File: src/rtl/noc_route_pkg.sv
// Shared types for the mesh route-compute slice: output port encoding,
// dimension-order selectors, per-port FSM states and address width helper.
package noc_route_pkg;

  typedef enum logic [2:0] {
    LOCAL = 3'd0,
    NORTH = 3'd1,
    EAST  = 3'd2,
    SOUTH = 3'd3,
    WEST  = 3'd4
  } port_e;

  localparam int ROUTE_XY = 0;
  localparam int ROUTE_YX = 1;

  typedef enum logic {
    IDLE   = 1'b0,
    ACTIVE = 1'b1
  } state_e;

  // A one-wide dimension still needs one address bit to keep ports legal.
  function automatic int addr_w(input int n);
    return (n > 1) ? $clog2(n) : 1;
  endfunction

endpackage

File: src/rtl/route_port_ctrl.sv
// Per-input-port route controller: dimension-order route compute and IDLE/ACTIVE
// packet FSM. ROUTE_ERR_CHECK_EN enables range checking and a sticky error flag.
module route_port_ctrl
  import noc_route_pkg::*;
#(
  parameter int NOC_WIDTH  = 4,
  parameter int NOC_LENGTH = 4,
  parameter int ROUTER_ID  = 0,
  parameter int ROUTE_MODE = ROUTE_XY
) (
  input  logic                                              clk_i,
  input  logic                                              rst_ni,
  input  logic                                              valid_i,
  input  logic                                              head_i,
  input  logic                                              tail_i,
  input  logic                                              fire_i,
  input  logic [addr_w(NOC_WIDTH)+addr_w(NOC_LENGTH)-1:0]   dest_i,
  output logic                                              route_valid_o,
  output logic [2:0]                                        port_sel_o,
  output logic                                              route_err_o
);

  localparam int X_W = addr_w(NOC_WIDTH);
  localparam int Y_W = addr_w(NOC_LENGTH);
  localparam int A_W = X_W + Y_W;

  localparam logic [X_W-1:0] LOC_X = X_W'(ROUTER_ID % NOC_WIDTH);
  localparam logic [Y_W-1:0] LOC_Y = Y_W'(ROUTER_ID / NOC_WIDTH);

  logic [X_W-1:0] dst_x;
  logic [Y_W-1:0] dst_y;
  port_e          x_dir;
  port_e          y_dir;
  port_e          route;
  port_e          route_sel;
  logic           dest_oor;

  assign dst_x = dest_i[X_W-1:0];
  assign dst_y = dest_i[A_W-1:X_W];

`ifdef ROUTE_ERR_CHECK_EN
  localparam logic [X_W:0] X_LIM = (X_W+1)'(NOC_WIDTH);
  localparam logic [Y_W:0] Y_LIM = (Y_W+1)'(NOC_LENGTH);
  assign dest_oor = ({1'b0, dst_x} >= X_LIM) || ({1'b0, dst_y} >= Y_LIM);
`else
  assign dest_oor = 1'b0;
`endif

  always_comb begin
    x_dir = LOCAL;
    if (dst_x > LOC_X)      x_dir = EAST;
    else if (dst_x < LOC_X) x_dir = WEST;

    y_dir = LOCAL;
    if (dst_y > LOC_Y)      y_dir = SOUTH;
    else if (dst_y < LOC_Y) y_dir = NORTH;

    if (ROUTE_MODE == ROUTE_YX) route = (y_dir != LOCAL) ? y_dir : x_dir;
    else                        route = (x_dir != LOCAL) ? x_dir : y_dir;

    route_sel = dest_oor ? LOCAL : route;
  end

  state_e state_q;
  port_e  sel_q;
  logic   rv_q;
  logic   err_q;

  always_ff @(posedge clk_i or negedge rst_ni) begin
    if (!rst_ni) begin
      state_q <= IDLE;
      sel_q   <= LOCAL;
      rv_q    <= 1'b0;
      err_q   <= 1'b0;
    end else begin
      case (state_q)
        IDLE: begin
          if (valid_i && head_i) begin
            state_q <= ACTIVE;
            sel_q   <= route_sel;
            rv_q    <= 1'b1;
`ifdef ROUTE_ERR_CHECK_EN
            if (dest_oor) err_q <= 1'b1;
`endif
          end
`ifdef ROUTE_ERR_CHECK_EN
          else if (valid_i) begin
            err_q <= 1'b1;
          end
`endif
        end
        ACTIVE: begin
          // Heads seen mid-packet are ignored; only a fired tail closes the route.
          if (fire_i && tail_i) begin
            state_q <= IDLE;
            rv_q    <= 1'b0;
          end
        end
        default: begin
          state_q <= IDLE;
          rv_q    <= 1'b0;
        end
      endcase
    end
  end

  assign route_valid_o = rv_q;
  assign port_sel_o    = sel_q;
  assign route_err_o   = err_q;

endmodule

File: src/rtl/route_compute_unit.sv
// Mesh router route-compute stage: one independent route_port_ctrl per input port.
// Optional range/protocol error checking is enabled by defining ROUTE_ERR_CHECK_EN.
module route_compute_unit
  import noc_route_pkg::*;
#(
  parameter int NOC_WIDTH  = 4,
  parameter int NOC_LENGTH = 4,
  parameter int ROUTER_ID  = 0,
  parameter int NUM_PORTS  = 5,
  parameter int ROUTE_MODE = ROUTE_XY
) (
  input  logic                                                               clk,
  input  logic                                                               rst_n,
  input  logic [NUM_PORTS-1:0]                                               flit_valid,
  input  logic [NUM_PORTS-1:0]                                               flit_head,
  input  logic [NUM_PORTS-1:0]                                               flit_tail,
  input  logic [NUM_PORTS-1:0][addr_w(NOC_WIDTH)+addr_w(NOC_LENGTH)-1:0]     dest_addr,
  input  logic [NUM_PORTS-1:0]                                               flit_fire,
  output logic [NUM_PORTS-1:0]                                               route_valid,
  output logic [NUM_PORTS-1:0][2:0]                                          port_sel,
  output logic [NUM_PORTS-1:0]                                               route_err
);

  for (genvar g = 0; g < NUM_PORTS; g++) begin : g_port
    route_port_ctrl #(
      .NOC_WIDTH  (NOC_WIDTH),
      .NOC_LENGTH (NOC_LENGTH),
      .ROUTER_ID  (ROUTER_ID),
      .ROUTE_MODE (ROUTE_MODE)
    ) u_ctrl (
      .clk_i         (clk),
      .rst_ni        (rst_n),
      .valid_i       (flit_valid[g]),
      .head_i        (flit_head[g]),
      .tail_i        (flit_tail[g]),
      .fire_i        (flit_fire[g]),
      .dest_i        (dest_addr[g]),
      .route_valid_o (route_valid[g]),
      .port_sel_o    (port_sel[g]),
      .route_err_o   (route_err[g])
    );
  end

endmodule
File: config.mk
export PLATFORM = sky130hd
export DESIGN_NAME = route_compute_unit
export DESIGN_NICKNAME = d
export VERILOG_FILES = /design/src/rtl/noc_route_pkg.sv /design/src/rtl/route_port_ctrl.sv /design/src/rtl/route_compute_unit.sv
export SDC_FILE = /design/constraint.sdc
export NUM_CORES = 1
export LEC_CHECK = 0
export CAP_MARGIN = 20
export CORE_MARGIN = 2
export CORE_UTILIZATION = 35
export DETAILED_ROUTE_END_ITERATION = 8
export GPL_TIMING_DRIVEN = 0
export MAX_ROUTING_LAYER = met4
export PLACE_DENSITY_LB_ADDON = 0.12
export SYNTH_ARGS = -nofsm -noshare
export SYNTH_HDL_FRONTEND = slang
export SYNTH_SLANG_ARGS = --single-unit
export TNS_END_PERCENT = 50
File: constraint.sdc
create_clock -name clk -period 1.2 [get_ports clk]
set_input_delay 0.24 -clock clk [delete_from_list [all_inputs] [get_ports clk]]
set_output_delay 0.24 -clock clk [all_outputs]
set_load 0.005 [all_outputs]
==> results.py, run 1 <==
metrics = {
    "synth": {
        "synthXorXnorAreaFrac_pct": 0,
        "postSynthCellCount": 101,
        "synth_area_per_cell_um2": 10.2,
        "synthesis.area_mm2": 0.00103,
        "ys_seq_area_share_pct": 48.6,
        "synth_top_family_by_area": "simple AND/OR/NAND/NOR gates",
        "synth_seq_cells": 20,
        "yosys_warnings": 5,
        "synthMuxAreaShare_pct": 0,
        "yosysUniqueCellTypes": 10,
        "synthSimpleGateAreaFrac_pct": 29.8,
        "yosys.area_share.adder_pct": 0,
        "synth_compound_area_share_pct": 10.3,
    },
    "detailed_routing": {
        "dr_total_vias": 918,
        "drt_iter0_drc": 6,
        "wirelength_mm": 2.27,
        "drt_first_pass_iters": 2,
        "viasPerCell": 4.54,
        "detail-route-antenna-nets": 0,
        "wire_per_inst_um": 11.3,
        "drc": 0,
    },
    "worst_setup_path": {
        "r2r_slack_ns": 0.19,
        "cp_data_arrival_time_ns": 0.93,
        "required_ns": 0.96,
        "worst-path-max-fanout": 2,
        "worstPathCellList": "buf_4 -> buf_2",
        "worst_path_largest_cell_delay_ns": 0.40,
        "start_kind": "register",
        "r2r-start": "g_port[4].u_ctrl.state_q",
        "r2r_end": "g_port[4].u_ctrl.port_sel_o[0]",
        "critPathKind": "reg -> out",
        "rr_worst_depth": 2,
        "critPathCaptureType": "output port",
        "crit_path_top_delay_cell": "dfrtp_1",
    },
    "layout": {
        "postLayoutCoreUtil_pct": 60.5,
        "fill_cells": 258,
        "area_growth_pct": 63.4,
        "fin_nets": 214,
        "finalNonFillerCells": 202,
        "mostFrequentLayoutCells": "clkdlybuf4s50_1, nand2_1, dfrtp_1",
        "mostFrequentLayoutCell": "clkdlybuf4s50_1",
        "antenna_cells": 0,
        "drive_gt1_share_pct": 21.1,
    },
    "sta": {
        "hold_violations": 0,
        "slew_viol_final": 0,
        "fin_crit_ns": 1.17,
        "hold_ws_ns": 0.445,
        "max_freq_mhz": 853,
        "setup-violations-final": 0,
        "fin_tns_setup_ns": 0,
        "fin_skew_ns": 0.00327,
        "rsz0062_at_grt": "true",
        "min_period_over_period_pct": 97.7,
        "relSlewSlack_pct": 39.4,
        "tightest_slew_ns": 0.907,
    },
    "floorplanning": {
        "initial_utilization_pct": 37.0,
        "dieArea_mm2": 0.00339,
        "die_h_um": 58.2,
        "die_x_um": 58.2,
        "io_pins": 67,
        "placementRows": 19,
        "coreArea_mm2": 0.00278,
    },
    "placed_design": {
        "dp_cells": 197,
        "numPortBuffers": 56,
        "place.gp.congestion": 0.764,
        "hpwl_mm": 1.87,
    },
    "flow_run": {
        "cap_violations": 0,
    },
    "clock_tree": {
        "insertion_delay_ns": 0.29,
        "cts-root-buf": "clkbuf_4",
        "cts_tree": "yes",
        "cts_made_buffers": 3,
        "cts_buffer_depth": 2,
        "htree_levels": 1,
        "clkSlewWorstSetupHoldPaths_ns": 0.11,
        "cts_hold_buf": 0,
        "cts.sinks": 20,
    },
    "global_routing": {
        "antenna_found_initial": 0,
        "grt_usage_pct": 15.0,
        "grt_max_degree": 21,
        "grt_pass1_vias": 917,
        "gr-total-overflow": 0,
        "grt_pass1_wl_mm": 3.80,
    },
    "status": {
        "status": "finished, final reports clean",
    },
    "min_path": {
        "hp-class": "in -> async",
    },
    "power_and_ir_drop": {
        "power_mw": 2.01,
        "vdd_drop_max_mv": 0.770,
        "p_per_area_mw_per_mm2": 1200,
        "power_leakage_nw": 0.850,
    },
}
==> metrics by stage <==
stage / cell area (µm²) / worst slack, ns
5_1_grt: 1680 / -0.0195
2_1_floorplan: 1060 / 0.303
4_1_cts: 1680 / 0.00102
6_report: 1680 / 0.0271
3_5_place_dp: 1660 / -0.209
3_3_place_gp: 1660 / -0.177
==> Yosys cell counts <==
| cell type | instances | area (µm²) |
|---|---|---|
| nand3b_4 | 5 | 100 |
| nor4_1 | 5 | 31.3 |
| nand2_1 | 35 | 131 |
| dfrtp_1 | 20 | 500 |
| nor2_1 | 5 | 18.8 |
| nand3_1 | 5 | 25.0 |
| o21ai_0 | 5 | 25.0 |
| conb_1 | 1 | 3.75 |
| o41ai_2 | 5 | 81.3 |
| buf_4 | 15 | 113 |
==> timing repair <==
action,CTS,global route
setup buffers,0,3
setup endpoints to repair,15,8
cloned,0,0
gates resized for setup,37,3
==> registers in the layout (all words and copies together) (netlist names) <==
| name | flops |
|---|---|
| g_port.u_ctrl.state_q | 5 |
| g_port.u_ctrl.route_valid_o | 5 |
| g_port.u_ctrl.port_sel_o | 10 |
==> area by class of cell <==
class,instances,area (µm²),share of cell area [%]
flip-flops and latches,20,500,29.7
multi-input cells,75,450,26.8
repair buffers,59,559,33.2
well taps,31,38.8,2.30
plain buffers,13,97.6,5.80
clock buffers,4,36.3,2.16
==> logic make-up after synthesis <==
kind of cell           count (synthesis)
flip-flops                            20
buffers and inverters                 15
other                                  1
AO/OA/AOI/OAI                         10
AND/OR/NAND/NOR                       55
==> critical path: cells and delay by family (launching register included) <==
family,cells,cell delay (ns)
buf+inv,2,0.24
flops,1,0.40
==> layer usage <==
layer	global-route usage, %	wire length (µm)
met5	-	0
met4	5.98	19
met3	3.57	179
met2	25.6	1200
met1	16.9	878
==> worst max path at each step <==
stage,from,to,slack [ns],cells past startpoint
after floorplan,g_port[0].u_ctrl.state_q,g_port[0].u_ctrl.port_sel_o[0],0.30,2
after global placement,rst_n,g_port[2].u_ctrl.port_sel_o[0],-0.18,1
after detailed placement,rst_n,g_port[1].u_ctrl.port_sel_o[0],-0.21,1
after CTS,g_port[3].u_ctrl.route_valid_o,route_valid[3],0.001,2
after global routing,g_port[1].u_ctrl.route_valid_o,route_valid[1],-0.02,2
final,g_port[2].u_ctrl.route_valid_o,route_valid[2],0.03,2
==> power breakdown <==
part / switching [mW] / total [mW] / internal (mW)
Clock: 0.203 / 0.388 / 0.185
Combinational: 0.249 / 0.705 / 0.455
Sequential: 0.0907 / 0.921 / 0.831
No activity file was read; power rests on OpenSTA's default activity.
==> inputs of run 2 (changes only) <==
SYNTH_HIERARCHICAL = 1   (was unset)
==> run 2 against run 1 <==
Against the previous run: non-clock buffer count unchanged; final area increased by 0.22%; largest cell class unchanged; combinational power increased by 1%; wire length decreased by 5.4%; critical endpoint is now route_valid[1]; worst setup slack improved by 0.036 ns; largest power group unchanged; clock skew decreased by 0.0027 ns.
==> results.py, run 2 <==
metrics = {
    "synth": {
        "synth_commonest_cells": "nand2_1, dfrtp_1, buf_4",
        "postSynthCellCount": 100,
        "yosysMostFrequentCell": "nand2_1",
        "netlist_top_cells_area": "dfrtp_1, nand2_1, nand3b_4",
        "synth_area_per_cell_um2": 10.1,
        "synth_enable_flop_cells": 0,
        "synth_top_area_share_pct": 49.7,
        "yosys_warnings": 16,
        "ys.flop_type": "dfrtp_1",
        "async_flop_share_pct": 100,
        "synthesis.area_mm2": 0.00101,
        "synth_top_area_cell": "dfrtp_1",
        "ys_seq_area_share_pct": 49.7,
        "yosysUniqueCellTypes": 10,
        "synth_seq_cells": 20,
    },
    "power_and_ir_drop": {
        "power_mw": 2.00,
        "power_leakage_nw": 0.851,
        "vdd_drop_max_mv": 0.746,
        "p_per_area_mw_per_mm2": 1190,
    },
    "worst_setup_path": {
        "crit_family": "flip-flops",
        "cp_data_arrival_time_ns": 0.90,
        "critPathKind": "reg -> out",
        "crit_start": "g_port[1].u_ctrl/route_valid_o",
        "worstPathCellList": "clkdlybuf4s15_1",
        "critPathCaptureType": "output port",
        "crit_path_top_delay_cell": "dfrtp_1",
        "critPathCapture": "route_valid[1]",
        "cp_num_cells": 1,
        "worst_path_largest_cell_delay_ns": 0.39,
        "worst-path-max-fanout": 2,
        "required_ns": 0.96,
        "rr_worst_depth": 2,
        "start_kind": "register",
        "r2r_end": "g_port[3].u_ctrl/port_sel_o[0]",
        "r2r-start": "g_port[3].u_ctrl/state_q",
        "path_buf_inv": 1,
        "r2r_slack_ns": 0.20,
    },
    "layout": {
        "drive_gt1_share_pct": 19.9,
        "mostFrequentLayoutCells": "clkdlybuf4s50_1, nand2_1, dfrtp_1",
        "mostFrequentLayoutCell": "clkdlybuf4s50_1",
        "antenna_cells": 0,
        "fin_nets": 214,
        "area_growth_pct": 67.5,
        "largest_reg_flops": 10,
        "postLayoutCoreUtil_pct": 61.7,
    },
    "global_routing": {
        "antenna_found_initial": 0,
        "gr-total-overflow": 0,
        "grt_usage_pct": 13.7,
        "grt_max_degree": 21,
        "grt_pass1_vias": 807,
        "grt_pass1_wl_mm": 3.33,
    },
    "sta": {
        "max_freq_mhz": 880,
        "min_period_over_period_pct": 94.7,
        "slew_viol_final": 0,
        "fin_skew_ns": 0.000525,
        "setup-violations-final": 0,
        "fin_crit_ns": 1.14,
        "hold_violations": 0,
        "relSlewSlack_pct": 44.3,
        "rsz0062_at_grt": "false",
        "tightest_slew_ns": 0.833,
    },
    "clock_tree": {
        "cts_tree": "yes",
        "cts_hold_buf": 0,
        "cts.sinks": 20,
        "cts_buffer_depth": 2,
        "cts_made_buffers": 3,
        "cts-root-buf": "clkbuf_4",
        "insertion_delay_ns": 0.29,
        "clkSlewWorstSetupHoldPaths_ns": 0.10,
        "htree_levels": 1,
    },
    "placed_design": {
        "place.gp.congestion": 0.706,
        "hpwl_mm": 1.82,
        "numPortBuffers": 56,
    },
    "min_path": {
        "hp-class": "in -> async",
    },
    "floorplanning": {
        "io_pins": 67,
        "placementRows": 19,
        "dieArea_mm2": 0.00332,
        "initial_utilization_pct": 36.8,
        "die_x_um": 57.6,
        "coreArea_mm2": 0.00273,
        "die_h_um": 57.6,
    },
    "status": {
        "status": "finished, final reports clean",
    },
    "detailed_routing": {
        "drt_first_pass_iters": 4,
        "detail-route-antenna-nets": 0,
        "dr_total_vias": 907,
        "viasPerCell": 4.49,
        "drt_iter0_drc": 15,
        "drc": 0,
        "wire_per_inst_um": 10.6,
        "wirelength_mm": 2.15,
    },
    "flow_run": {
        "cap_violations": 0,
    },
}
run 2: cell types whose count changed after synthesis, sizes merged:
cell,before,now
buf,15,10
conb,1,5
run 2: area by class of cell:
class	instances	area, µm²
buffer	10	75.1
fill	242	1050
clock buffer	4	36.3
sequential	20	500
tap	31	38.8
timing repair buffer	62	586
multi-input combinational	75	450
run 2: how the worst min path moves through the flow:
stage                                         from                              to  slack, ns
detailed placement  g_port[3].u_ctrl/route_valid_o  g_port[3].u_ctrl/route_valid_o       0.46
floorplan                                    rst_n  g_port[0].u_ctrl/port_sel_o[0]      -0.06
finish                                       rst_n        g_port[4].u_ctrl/state_q       0.42
global placement    g_port[4].u_ctrl/port_sel_o[0]  g_port[4].u_ctrl/port_sel_o[0]       0.46
CTS                                          rst_n        g_port[4].u_ctrl/state_q       0.44
global route                                 rst_n        g_port[4].u_ctrl/state_q       0.47
run 2: per-stage QoR:
stage	cells	setup TNS [ns]	instance area (µm²)	setup slack, ns	hold slack [ns]
final	202	0	1690	0.0631	0.416
after global routing	202	0	1690	0.00314	0.470
after floorplan	105	0	1030	0.303	-0.0556
after global placement	192	-3.44	1630	-0.160	0.463
after detailed placement	192	-3.21	1630	-0.142	0.462
after CTS	199	0	1680	0.00184	0.437
run 2: repair_timing:
action | in CTS | in global routing
pin swaps | 0 | 0
gates resized for setup | 26 | 8
cloned | 0 | 0
setup endpoints to repair | 15 | 8
setup buffers | 3 | 3
run 2: layer usage:
layer / vias up / routed length [µm] / GRT usage (%)
li1: 458 / - / -
met1: 406 / 773 / 13.3
met2: 38 / 1100 / 24.0
met3: 5 / 235 / 6.03
met4: 0 / 38 / 4.98
met5: - / 0 / -
run 2: kinds of logic after synthesis:
group,count (synthesis),synth area share (%)
other,5,1.86
AND/OR/NAND/NOR,55,30.4
flip-flops,20,49.7
AO/OA/AOI/OAI,10,10.6
buffers and inverters,10,7.45
run 2: report_power, final:
part / leakage [nW] / internal [mW] / switching [mW]
clock network: 0.0210 / 0.185 / 0.183
registers: 0.240 / 0.831 / 0.0863
logic: 0.590 / 0.461 / 0.255
==> RTL change 1: new RTL, config.mk and constraints of run 2 <==
`NOC_WIDTH` is set to 4 in 2 places; all go to 5.
--- a/src/rtl/route_port_ctrl.sv
+++ b/src/rtl/route_port_ctrl.sv
@@ -5,3 +5,3 @@
 #(
-  parameter int NOC_WIDTH  = 4,
+  parameter int NOC_WIDTH  = 5,
   parameter int NOC_LENGTH = 4,
--- a/src/rtl/route_compute_unit.sv
+++ b/src/rtl/route_compute_unit.sv
@@ -5,3 +5,3 @@
 #(
-  parameter int NOC_WIDTH  = 4,
+  parameter int NOC_WIDTH  = 5,
   parameter int NOC_LENGTH = 4,
Ports: changed (resized dest_addr); port bits go from 67 to 72. No check against the original RTL was run, so the function may have changed too.
==> RTL change 1 against run 2 <==
Final area up 4.0%. First-iteration DRC count down 73%. Worst setup slack worse by 0.018 ns. Total power down 14%. Wire length up 15%. Fmax down 1.5%. Sequential cell count unchanged. Area after synthesis up 3.1%. Cell count down 2.0%. Critical endpoint is now g_port[0].u_ctrl/port_sel_o[0]. Largest power group unchanged.
==> RTL change 1: results (changes against run 2) <==
Run status
  – Outcome: completed

STA
  – Tightest hold margin: 0.0360 ns (-0.380 ns)
  – Slew HR: 41.0% (-3.3 points)
  – Skew final: 0.00913 ns (+0.00860 ns)

Worst setup path
  – Slack of the worst reg-to-reg path: 0.05 ns (-0.15 ns)
  – Worst path max stage delay: 0.41 ns (+0.02 ns)
  – Worst-case reg-to-reg path depth: 3 (+1)
  – R2r endpoint: g_port[0].u_ctrl/port_sel_o[0]
  – Crit-path slowest cell: dfrtp_1
  – Critical Path Fanout Max: 5 (+3)
  – Crit path DAT: 1.34 ns (+0.44 ns)
  – CP startpoint: g_port[0].u_ctrl/state_q

Power and ir drop
  – PD cells: 984 nW/µm² (-17%)
  – Seq power: 0.856 mW (-6.7%)
  – Power of the clock network: 0.319 mW (-13%)

Logic synthesis
  – Top cells by count, synth: 20 x dfrtp_1, 10 x buf_4, 6 x a21o_1, 6 x nor2_1
  – Synth area leaders: dfrtp_1 48%, buf_4 7.2%, and4bb_1 4.8%
  – FF+latch count, synth: 20 (unchanged)
  – Post-synthesis instance total: 95 (-5.0%)
  – Number of distinct library cells after synthesis: 21 (+11)

Global routing
  – First-pass GRT wire length: 3900 µm (+17%)
  – Total GRT Usage: 15.3% (+1.6 points)
  – Grt met2 use: 26.8% (+2.8 points)
  – Met3 GRT Util: 2.20% (-3.8 points)
  – Vias in the first global route: 934 (+16%)
  – Global Route met1 Usage: 17.7% (+4.4 points)

Finish
  – #MultiIn Comb: 69 (-8.0%)
  – Nets: 216 (+0.93%)
  – Non-clk buf share: 41.2% (+2.0 points)
  – Seq/total area: 28.5% (-1.1 points)
  – Buffers excl. clock: 75 (+4.2%)
  – Finished Layout Cells: 198 (-2.0%)
  – Clock-cell share of area: 1.28% (-0.87 points)
  – Multi-input combinational area share: 26.8% (+0.11 points)
  – Clock buffer cells: 3 (-1)

Route
  – Via density: 4.85 (+8.1%)
  – M1 WL: 981 µm (+27%)
  – Routed WL: 2470 µm (+15%)
  – Met2 WL post-DR: 1290 µm (+17%)
  – TritonRoute pass-1 iters: 3 (-1)

Clock network
  – CTS clk-pin slew, worst paths: 0.12 ns (+0.02 ns)

Placed design
  – PortBufs: 61 (+8.9%)
[RTL change 1: cell types whose count changed in the layout (fill, tap and decap cells not counted), sizes merged, moves of 5 or more]
cell / change
nand2: -30
a21o: +10
and3b: +5
clkbuf: -5
o21ai: -5
o41ai: -5
[RTL change 1: cell families (layout without fill, tap and decap cells)]
kind of cell / after synthesis / after routing / synth area share, %
flops: 20 / 20 / 48.2
compound gates: 19 / 19 / 15.5
simple gates: 39 / 39 / 24.7
other cells: 5 / 10 / 1.81
mux: 1 / 1 / 1.45
buf+inv: 11 / 78 / 8.31
[RTL change 1: per-stage QoR]
step	worst slack, ns	total power [mW]
after detailed placement	-0.195	1.44
final	0.0454	1.73
after floorplan	0.112	1.07
after global routing	0.00448	1.83
after CTS	0.00279	1.72
after global placement	-0.235	1.42
[RTL change 1: what timing repair did]
action,in CTS,in global routing
resized for setup,26,5
pin swaps,0,0
endpoints found under the setup margin,15,24
setup buffers,1,2
cloned,0,0
==> RTL change 2: new RTL, settings of run 2 <==
Made on the original files. Put a register stage on the output `route_err`. The value now appears one clock later. The other outputs are not delayed to match.
--- a/src/rtl/route_compute_unit.sv
+++ b/src/rtl/route_compute_unit.sv
@@ -23,2 +23,4 @@
 
+  logic [NUM_PORTS-1:0] route_err_d;
+
   for (genvar g = 0; g < NUM_PORTS; g++) begin : g_port
@@ -39,3 +41,3 @@
       .port_sel_o    (port_sel[g]),
-      .route_err_o   (route_err[g])
+      .route_err_o   (route_err_d[g])
     );
@@ -43,2 +45,6 @@
 
+  always_ff @(posedge clk) begin
+      route_err <= route_err_d;
+  end
+
 endmodule
Formal check against the unedited RTL: same outputs for any inputs over 10 cycles, from zero or initial values and one cycle with rst_n low; that may be too few to reach the edited logic, so the function may still have changed.
==> RTL change 2 against run 2 <==
Final area is 6.2% higher. Die area is 9.2% higher. Total power is 7.1% higher. Area after synthesis is 9.9% higher. Worst setup slack worse by 0.014 ns. Wire length is 15% higher. Clock power hardly changed. Sequential cell count is 5 higher. Critical path type unchanged. Largest cell class unchanged. Highest routed layer unchanged.
==> RTL change 2: results (changes against run 2) <==
Logic synthesis
  – Post-synthesis instance total: 105 (+5.0%)
  – Post-Synth Adder-Cell Area: 0% (unchanged)
  – Number of distinct library cells after synthesis: 11 (+1)
  – Synth warn: 16 (unchanged)
  – Synth area leaders: dfrtp_1 45%, nand2_1 12%, dfxtp_1 9.0%
  – Post-Synth XOR/XNOR Area: 0% (unchanged)
  – Asr flop ratio synth: 80.0% (-20 points)
  – Part of the Yosys area used for sequential elements: 54.2% (+4.5 points)
  – Main synth FF type: dfrtp_1
  – Post-synthesis mux area share: 0% (unchanged)
  – Complex-gate fraction of the synthesized area: 9.60% (-0.95 points)

Worst setup path
  – Crit path DAT: between 0.9 and 1 ns
  – Crit-path leading delay family: flip-flops
  – Critical Path Fanout Max: 2 (unchanged)

Clock network
  – Gates resized, CTS repair: 37 (+42%)
  – H-tree depth: 1 (unchanged)
  – Skew-Pair Late Insertion Delay: 0.32 ns (+0.03 ns)
  – Post-CTS setup buffer count: 2 (-1)
  – CTS clk-pin slew, worst paths: 0.14 ns (+0.04 ns)
  – CTS root buffer: clkbuf_4
  – Total CTS buffers: 3 (unchanged)

Power and ir drop
  – Leakage: 0.908 nW (+6.7%)
  – PD cells: 1200 nW/µm² (+0.90%)
  – NetSw: 0.592 mW (+13%)
  – Max IR drop VDD: 0.660 mV (-12%)
  – Seq pwr share: 51.0% (+5.1 points)
  – Comb pwr: 0.681 mW (-4.8%)

Placed design
  – Area of placed instances: 1790 µm² (+10%)
  – PortBufs: 61 (+8.9%)
  – Final HPWL DP: 2020 µm (+11%)
  – GPL Wtd Cong: 0.709 (+0.50%)

Finish
  – Finished Layout Cells: 224 (+11%)
  – Nets: 223 (+4.2%)
  – Share of layout cells above drive strength 1: 22.8% (+2.9 points)
  – # fillers: 279 (+15%)
  – Antenna cells: 0 (unchanged)

Route
  – Initial DRC count: 19 (+4)
  – Drt wl/cell: 11.0 µm (+3.6%)
  – Via density: 4.27 (-4.9%)
  – TritonRoute pass-1 iters: 4 (unchanged)

Global routing
  – Vias in the first global route: 880 (+9.0%)
  – Total GRT Usage: 14.3% (+0.54 points)
  – Initial antenna violation count: 0 (unchanged)
  – Largest net degree at the start of global routing: 21 (unchanged)
  – First-pass GRT wire length: 3730 µm (+12%)

STA
  – Final Hold Vio Count: 0 (unchanged)
  – Skew final: 0.000766 ns (+0.000241 ns)
  – Worst Max-Slew Pin Slew: 0.905 ns (+0.0717 ns)

Run status
  – Outcome: completed
RTL change 2: cell count changes after synthesis:
cell     delta
dfxtp_1     +5
RTL change 2: layer usage:
metal / track usage (%) / up-vias / routed length [µm]
met1: 15.5 / 437 / 996
met2: 25.0 / 32 / 1310
met3: 2.38 / 2 / 154
li1: - / 485 / -
met4: 6.67 / 0 / 14
met5: - / - / 0
RTL change 2: cell type report:
cell class                      instances  share of cell area [%]
Buffer                                 10                    4.19
Timing Repair Buffer                   66                    32.5
Sequential cell                        25                    33.5
Clock buffer                            3                    1.26
Multi-Input combinational cell         75                    25.2
Tap cell                               44                    3.07
Clock inverter                          1                   0.280
RTL change 2: path summary, 6_finish.rpt:
kind | slack, ns | endpoint | startpoint | cells past startpoint
setup / recovery | 0.05 | port_sel[7] | g_port[2].u_ctrl/port_sel_o[1] | 1
hold / removal | 0.41 | g_port[4].u_ctrl/route_valid_o | rst_n | 1
max in group asynchronous | 0.22 | g_port[0].u_ctrl/port_sel_o[0] | rst_n | 1
hold reg to reg | 0.49 | g_port[3].u_ctrl/port_sel_o[0] | g_port[3].u_ctrl/port_sel_o[0] | 2
min in group clk | 0.49 | g_port[3].u_ctrl/port_sel_o[0] | g_port[3].u_ctrl/port_sel_o[0] | 2
setup reg to reg | 0.18 | g_port[0].u_ctrl/port_sel_o[0] | g_port[0].u_ctrl/state_q | 2
RTL change 2: worst reg2reg max path, stage by stage, from the launching register on:
cell and delay [ns]:
dfrtp_1 0.42, nand3b_4 0.19, o41ai_2 0.30
RTL change 2: per-stage QoR:
step	setup slack [ns]	power (mW)
after global placement	-0.198	1.83
after detailed placement	-0.241	1.85
after floorplan	0.303	1.36
after global routing	0.00209	2.29
final	0.0488	2.14
after CTS	0.00831	2.19
